## config.mk

```make
export PLATFORM = sky130hd
export DESIGN_NAME = branch_cmp_seq_flat
export DESIGN_NICKNAME = d
export VERILOG_FILES = /design/src/rtl/branch_cmp_seq_if.sv /design/src/rtl/branch_cmp_seq.sv /design/src/flat_wrapper.sv
export SDC_FILE = /design/constraint.sdc
export NUM_CORES = 1
export LEC_CHECK = 0
export ABC_AREA = 1
export BUFFER_PORTS_ARGS = -buffer_cell sky130_fd_sc_hd__buf_2
export CORE_MARGIN = 4
export CORE_UTILIZATION = 40
export DETAILED_ROUTE_END_ITERATION = 8
export GPL_TIMING_DRIVEN = 0
export PLACE_DENSITY = 0.7
export SYNTH_ARGS = -nofsm -noshare
export SYNTH_HDL_FRONTEND = slang
export SYNTH_SLANG_ARGS = --single-unit
export TNS_END_PERCENT = 20
```

## constraint.sdc

```tcl
create_clock -name clk_i -period 2.73 [get_ports clk_i]
set_input_delay 0.4095 -clock clk_i [delete_from_list [all_inputs] [get_ports clk_i]]
set_output_delay 0.4095 -clock clk_i [all_outputs]
set_load 0.02 [all_outputs]
```

## src/rtl/branch_cmp_seq_if.sv

```systemverilog
// ============================================================================
//  Module      : branch_cmp_seq_if
//  Description : Request/flag bundle between the register-read stage and the
//                iterative branch comparator.
//  Revision    : 1.0 - initial release
// ============================================================================
`default_nettype none

interface branch_cmp_seq_if #(
    parameter int XLEN = 32
);
    logic            start_i;
    logic            kill_i;
    logic [XLEN-1:0] rs1_i;
    logic [XLEN-1:0] rs2_i;
    logic            busy_o;
    logic            valid_o;
    logic            equ_o;
    logic            lt_o;
    logic            ltu_o;

    modport master (
        output start_i, kill_i, rs1_i, rs2_i,
        input  busy_o, valid_o, equ_o, lt_o, ltu_o
    );

    modport slave (
        input  start_i, kill_i, rs1_i, rs2_i,
        output busy_o, valid_o, equ_o, lt_o, ltu_o
    );
endinterface

`default_nettype wire

```

## src/rtl/branch_cmp_seq.sv

```systemverilog
// ============================================================================
//  Module      : branch_cmp_seq
//  Description : MSB-first chunked comparator producing equ/lt/ltu flags.
//                Optional macro BRANCH_CMP_EARLY_EXIT_EN ends RUN at the
//                first differing chunk.
//  Revision    : 1.0 - initial release
// ============================================================================
`default_nettype none

module branch_cmp_seq #(
    parameter int XLEN  = 32,
    parameter int CHUNK = 4
) (
    input  wire logic           clk_i,
    input  wire logic           rst_i,
    branch_cmp_seq_if.slave     bus
);

    localparam int              c_N    = XLEN / CHUNK;
    localparam int              c_KW   = (c_N > 1) ? $clog2(c_N) : 1;
    localparam logic [c_KW-1:0] c_LAST = c_KW'(c_N - 1);

    typedef enum logic [1:0] {
        S_IDLE = 2'd0,
        S_RUN  = 2'd1,
        S_DONE = 2'd2
    } state_t;

    state_t             r_state;
    logic [XLEN-1:0]    r_a;
    logic [XLEN-1:0]    r_b;
    logic               r_sa;
    logic               r_sb;
    logic               r_found;
    logic               r_ltu_d;
    logic [c_KW-1:0]    r_k;
    logic               r_busy;
    logic               r_valid;
    logic               r_equ;
    logic               r_lt;
    logic               r_ltu;

    logic [CHUNK-1:0]   w_ca;
    logic [CHUNK-1:0]   w_cb;
    logic               w_diff;
    logic               w_found_n;
    logic               w_ltu_n;
    logic               w_lt_n;
    logic               w_last;
    logic               w_exit;

    // Operands shift left each RUN cycle, so the active chunk is always on top.
    assign w_ca      = r_a[XLEN-1 -: CHUNK];
    assign w_cb      = r_b[XLEN-1 -: CHUNK];
    assign w_diff    = (w_ca != w_cb) && !r_found;
    assign w_found_n = r_found | w_diff;
    assign w_ltu_n   = w_diff ? (w_ca < w_cb) : r_ltu_d;
    assign w_lt_n    = w_ltu_n ^ (r_sa ^ r_sb);
    assign w_last    = (r_k == c_LAST);

`ifdef BRANCH_CMP_EARLY_EXIT_EN
    assign w_exit    = w_last | w_diff;
`else
    assign w_exit    = w_last;
`endif

    always_ff @(posedge clk_i or posedge rst_i) begin
        if (rst_i) begin
            r_state <= S_IDLE;
            r_a     <= '0;
            r_b     <= '0;
            r_sa    <= 1'b0;
            r_sb    <= 1'b0;
            r_found <= 1'b0;
            r_ltu_d <= 1'b0;
            r_k     <= '0;
            r_busy  <= 1'b0;
            r_valid <= 1'b0;
            r_equ   <= 1'b0;
            r_lt    <= 1'b0;
            r_ltu   <= 1'b0;
        end else begin
            r_valid <= 1'b0;
            case (r_state)
                S_IDLE, S_DONE: begin
                    if (bus.start_i && !bus.kill_i) begin
                        r_a     <= bus.rs1_i;
                        r_b     <= bus.rs2_i;
                        r_sa    <= bus.rs1_i[XLEN-1];
                        r_sb    <= bus.rs2_i[XLEN-1];
                        r_found <= 1'b0;
                        r_ltu_d <= 1'b0;
                        r_k     <= '0;
                        r_busy  <= 1'b1;
                        r_state <= S_RUN;
                    end else begin
                        r_busy  <= 1'b0;
                        r_state <= S_IDLE;
                    end
                end
                S_RUN: begin
                    if (bus.kill_i) begin
                        r_busy  <= 1'b0;
                        r_state <= S_IDLE;
                    end else begin
                        r_a     <= r_a << CHUNK;
                        r_b     <= r_b << CHUNK;
                        r_k     <= r_k + 1'b1;
                        r_found <= w_found_n;
                        r_ltu_d <= w_ltu_n;
                        if (w_exit) begin
                            r_equ   <= ~w_found_n;
                            r_lt    <= w_lt_n;
                            r_ltu   <= w_ltu_n;
                            r_valid <= 1'b1;
                            r_busy  <= 1'b0;
                            r_state <= S_DONE;
                        end
                    end
                end
                default: begin
                    r_busy  <= 1'b0;
                    r_state <= S_IDLE;
                end
            endcase
        end
    end

    assign bus.busy_o  = r_busy;
    assign bus.valid_o = r_valid;
    assign bus.equ_o   = r_equ;
    assign bus.lt_o    = r_lt;
    assign bus.ltu_o   = r_ltu;

endmodule

`default_nettype wire

```

## src/flat_wrapper.sv

```systemverilog
// flat-port wrapper written by rule: the top's interface ports become plain ports
module branch_cmp_seq_flat 
#(
    parameter int XLEN  = 32,
    parameter int CHUNK = 4
)
  (clk_i, rst_i, bus_start_i, bus_kill_i, bus_rs1_i, bus_rs2_i, bus_busy_o, bus_valid_o, bus_equ_o, bus_lt_o, bus_ltu_o);
  branch_cmp_seq_if #(.XLEN(XLEN)) bus_i ();
  input  wire logic clk_i;
  input  wire logic rst_i;
  input wire logic [$bits(bus_i.start_i)-1:0] bus_start_i;
  input wire logic [$bits(bus_i.kill_i)-1:0] bus_kill_i;
  input wire logic [$bits(bus_i.rs1_i)-1:0] bus_rs1_i;
  input wire logic [$bits(bus_i.rs2_i)-1:0] bus_rs2_i;
  output wire logic [$bits(bus_i.busy_o)-1:0] bus_busy_o;
  output wire logic [$bits(bus_i.valid_o)-1:0] bus_valid_o;
  output wire logic [$bits(bus_i.equ_o)-1:0] bus_equ_o;
  output wire logic [$bits(bus_i.lt_o)-1:0] bus_lt_o;
  output wire logic [$bits(bus_i.ltu_o)-1:0] bus_ltu_o;
  assign bus_i.start_i = bus_start_i;
  assign bus_i.kill_i = bus_kill_i;
  assign bus_i.rs1_i = bus_rs1_i;
  assign bus_i.rs2_i = bus_rs2_i;
  assign bus_busy_o = bus_i.busy_o;
  assign bus_valid_o = bus_i.valid_o;
  assign bus_equ_o = bus_i.equ_o;
  assign bus_lt_o = bus_i.lt_o;
  assign bus_ltu_o = bus_i.ltu_o;
  branch_cmp_seq #(.XLEN(XLEN), .CHUNK(CHUNK)) u_core (.clk_i(clk_i), .rst_i(rst_i), .bus(bus_i));
endmodule
```

# == Yosys cells after proc, flatten, opt, wreduce, memory -nomap -nowiden ==
# Cells that the tools add are included.
# classes
n_eq_ne,7
n_bitwise,5
n_reduce_logical,10
n_addsub,1
n_mux,26
n_lt_le_gt_ge,1
# ops
operator,n
2-to-1 mux 32 bit,4
one-hot mux 32 bit (2 select lines),2
2-to-1 mux 1 bit,11
2-to-1 mux 3 bit,2
one-hot mux 1 bit (2 select lines),3
one-hot mux 3 bit (2 select lines),1
AND reduction 3 bit,2
less-than comparator 4 bit,1
2-to-1 mux 2 bit,2
inequality test 4 bit,1
one-hot mux 2 bit (2 select lines),1
"adder 3 x 1 -> 3 bit, second input constant",1
"== test 3 bit, second input constant",1
"inequality test 3 x 2 -> 1 bit, second input constant",1
"== test 2 x 1 -> 1 bit, second input constant",1
"== test 2 bit, second input constant",1
logical AND 1 bit,2
logical NOT 1 bit,2
logical NOT 2 bit,1
"inequality test 2 x 1 -> 1 bit, second input constant",1
"inequality test 2 bit, second input constant",1
inverter 1 bit,2
AND reduction 2 bit,1
nonzero test 2 bit,1
other kinds (3),4
# totals
regBits,78
output_inout_bits,5
inputBits,68
word_cells,63

# == Depth between registers and ports, before layout ==
# depth
ltp_word,5
ltp_mapped,11
ltp_nobuf,11

# == Least setup slack after synthesis ==
# Ideal clock, no wire load.
# synth_path
kind,register to register
from,register u_core.r_a[31]
to,register u_core.r_lt (netlist: u_core.bus.lt_o)
synth_period_minus_slack_ps,1245
arrival_time_ps,1127
path_slack_ps,1485
setup_ps,117
n_path_buf,0
stages_incl_launch_ff,9
t_required_ps,2613
cell_sequence,dfrtp_1 ha_1 nand2_1 nor2_1 nor2_1 nand3_1 nand3_1 nand3_1 nand2_1
# synth_between
elab_chain_cells,4
word_cells_on_any_way,5
classes_between,1 x order compare; 1 x eq/ne; 1 x mux; 1 x bitwise; 1 x reduce/logical
# synth_lines
item,line,source
start: declaration,branch_cmp_seq.sv:30,logic [XLEN-1:0] r_a;
start signal: assignment,branch_cmp_seq.sv:87,r_a <= bus.rs1_i;
start signal: assignment,branch_cmp_seq.sv:106,r_a <= r_a << CHUNK;
"parallel branches: the longest is 2 deep, another holds less-than comparator 4 bit",--,
2-to-1 mux 1 bit *,branch_cmp_seq.sv:57,assign w_ltu_n = w_diff ? (w_ca < w_cb) : r_ltu_d;
bitwise XOR 1 bit *,branch_cmp_seq.sv:58,assign w_lt_n = w_ltu_n ^ (r_sa ^ r_sb);
end signal: assignment,branch_cmp_seq.sv:113,r_lt <= w_lt_n;
end: declaration,branch_cmp_seq.sv:40,logic r_lt;
# Every way passes the cells marked *.
# A chain may end at the register's enable or synchronous reset.

# == Final worst setup path ==
# layout_path
from,register u_core.r_state[1]
to,register u_core.r_a[15]
# layout_between
elab_chain_cells,4
word_cells_on_any_way,9
classes_between,4 x eq/ne; 1 x mux; 4 x reduce/logical
# layout_lines
item,line,source
start: declaration,branch_cmp_seq.sv:29,state_t r_state;
start signal: assignment,branch_cmp_seq.sv:69,r_state <= S_IDLE;
start signal: assignment,branch_cmp_seq.sv:95,r_state <= S_RUN;
start signal: assignment,branch_cmp_seq.sv:98,r_state <= S_IDLE;
== test 2 bit / logical NOT 2 bit (equally long branches),branch_cmp_seq.sv:84,case (r_state)
OR reduction 2 bit,branch_cmp_seq.sv:84,
inequality test 2 x 1 -> 1 bit (no source line) / nonzero test 2 bit (equally long branches),--,
AND reduction 3 bit (no source line),--,
# Parallel ways exist; a longest one is shown, timed or not.

==> results by group <==
Die
  – Total core area: 9330 um^2
  – Chip width: 106 um
  – Initial Util: between 40% and 50%
  – I/O pin count: 73
  – Die Ht: approximately 110 um
  – Die area: 11300 um^2
  – Rows: 35

Detailed routing
  – Vias per cell: between 4 and 5
  – Wire per inst: 13.8 um
  – First drt pass iteration count: 4
  – Vias after detailed routing: 3074
  – DRC: 0
  – Post-DRT Antenna Nets: 0
  – Detailed Route Iter0 Violations: ~130
  – Final WL: 8850 um

Global routing
  – Overflow after GRT: 0
  – Most Crowded Layer GR: met2
  – Largest net degree at the start of global routing: 60
  – Vias in the first global route: 3086
  – Met1 global-route usage: 24.6%
  – First-pass GRT wire length: 15200 um
  – Met3 Use GR: 3.89%
  – Antenna violations before repair: 0
  – Grt met2 use: 25.2%
  – GR Util All Layers: 17.0%

Critical path
  – Largest stage delay, worst path: around 430 ps
  – Crit-path cells: nor2_8, nand2_4, nand2_4, clkbuf_1, o21ai_1
  – Critical path endpoint category: register
  – FF-to-FF End: u_core.r_a[15]
  – Crit-path max FO: 10
  – R2r setup slk: 1250 ps
  – Worst path arrival time: roughly 1700 ps
  – R2r worst-path depth: 5
  – Crit path top cell by count: nand2_4
  – Worst Setup Path Type: reg -> reg
  – Worst Path Required: 2950 ps
  – Reg2Reg Launch Point: u_core.r_state[1]
  – Startpoint Class: register
  – CP max stage cell: dfrtp_1

Logic synthesis
  – Cells after Synth: 423
  – Yosys synthesis warning count: 0
  – Yosys reg bits: 78
  – Post-synth design cell area: 3870 um^2
  – Seq/Total Area, Yosys: 50.4%
  – Distinct cell type count after synthesis: 27
  – Syn nets: 497
  – Syn avg cell area: 9.15 um^2

Place
  – Buffers added on ports: 72
  – GP Congestion: 0.830
  – Inst Count DP: 625
  – Dpl hpwl: 6570 um

Timing
  – RSZ-0062 raised after global routing: no
  – Least-Margin Pin Slew: 486 ps
  – Hold WS: about 2.6 ps
  – Fmax: ~670 MHz
  – Clock skew: between 9 and 10 ps
  – Max-slew violation count: 0
  – Slew headroom: between 60 and 70%
  – Final Cycle Share: 54.3%
  – Final Hold Viols: 0
  – Final setup vio count: 0
  – Final Critical Period: 1480 ps

Clock tree
  – TritonCTS Buffers: 9
  – Post-CTS sizing: 0
  – Clk buf depth: 2
  – Later-pin clock latency in the skew report: roughly 350 ps
  – Postcts setup bufs: 0
  – H-tree Lvls: 3
  – Clock-pin slew on the worst setup and hold paths: 80 ps
  – # clock sinks: 78
  – CTS tree: built
  – Clock root cell: clkbuf_8
  – CTS Hold Bufs: 0

Layout
  – Fin cells: 641
  – Synthesis-to-layout area growth: 19.5%
  – Commonest non-fill, non-tap cell in the layout: nand2_1
  – N_diodes: 0
  – Layout cells sized above 1: roughly 29%
  – Commonest non-fill, non-tap cells in the layout: 99 x nand2_1, 84 x buf_2, 78 x dfrtp_1, 64 x inv_1, 52 x o21ai_1
  – Nets: 581

Run
  – Max Cap Violations: 0

Hold path
  – HP Class: in -> async

Power
  – Maximum VDD drop: 276 uV
  – PD cells: around 720 nW/um^2
  – Static Leak: 0.00228 uW

Status
  – Outcome: completed
-- stage by stage --
stage | util (%) | setup TNS, ps | power, uW | instance area, um^2 | worst slack (ps)
3_5_place_dp | 47.4 | 0 | 2500 | 4420 | 1130
6_report | 49.6 | 0 | 3350 | 4630 | 1250
3_3_place_gp | 47.1 | -51730 | 2460 | 4390 | -669
5_1_grt | 49.6 | 0 | 3620 | 4630 | 1150
2_1_floorplan | - | 0 | 2240 | 3870 | 325
4_1_cts | 49.6 | 0 | 3380 | 4630 | 1240
-- worst max path at each step --
| stage | cells past startpoint | to | slack (ps) | from |
|---|---|---|---|---|
| after CTS | 5 | u_core.r_a[15] | 1240 | u_core.r_state[1] |
| after global routing | 5 | u_core.r_a[22] | 1150 | u_core.r_state[1] |
| final | 5 | u_core.r_a[15] | 1250 | u_core.r_state[1] |
| after floorplan | 1 | u_core.bus.busy_o | 330 | rst_i |
| after detailed placement | 6 | u_core.r_a[15] | 1130 | bus_kill_i |
| after global placement | 2 | u_core.bus.busy_o | -670 | rst_i |
-- final cells by class --
cell class	instances	area [um^2]
sequential	78	1950
timing repair buffer	73	388
fill	910	4700
clock buffer	13	159
buffer	26	193
multi-input combinational	248	1460
inverter	71	269
clock inverter	3	42.5
tap	129	161
-- cell usage after synthesis (all sizes together) --
library cell,instances,area [um^2]
clkbuf,5,18.8
nor2,7,42.5
o22ai,1,6.26
a21oi,1,5.00
a31oi,4,25.0
xnor2,1,8.76
inv,71,267
nand2,101,394
o31a,1,8.76
dfrtp,78,1950
ha,6,75.1
o21ai,70,388
nand3,8,57.6
buf,21,174
o211ai,48,450
-- routing by layer --
| layer | wire length, um | up-vias |
|---|---|---|
| met5 | 0 | - |
| met4 | 123 | 0 |
| met3 | 504 | 12 |
| met2 | 3910 | 77 |
| met1 | 4310 | 1425 |
| li1 | - | 1560 |
-- worst max-delay path: cells and delay by family, from the launching register on --
kind / cells / cell delay [ps]
DFF: 1 / 430
buffers and inverters: 1 / 400
and+or+nand+nor: 3 / 380
AOI/OAI and AO/OA: 1 / 120
-- flip-flops by register name (all words and copies together) (netlist names) --
signal              cells
u_core.r_a             32
u_core.r_b             32
u_core.r_k              3
u_core.r_state          2
u_core.bus.busy_o       1
u_core.bus.equ_o        1
u_core.bus.lt_o         1
u_core.bus.ltu_o        1
u_core.bus.valid_o      1
u_core.r_found          1
u_core.r_ltu_d          1
u_core.r_sa             1
u_core.r_sb             1
-- cells by family after synthesis --
family,Yosys count,synth area share [%]
xor gates and xnor gates,1,0.226
DFF,78,50.4
buffers and inverters,97,11.9
adders and majority gates,6,1.94
AOI/OAI and AO/OA,125,22.8
and+or+nand+nor,116,12.8
-- report_power, final --
group	total, uW	internal [uW]	leakage, uW	switching [uW]
registers	1530	1430	0.000968	94.7
clock network	881	472	0.0000996	409
logic	945	364	0.00121	580
total	3350	2270	0.00228	1080
Power figures use the tool's default switching activity.
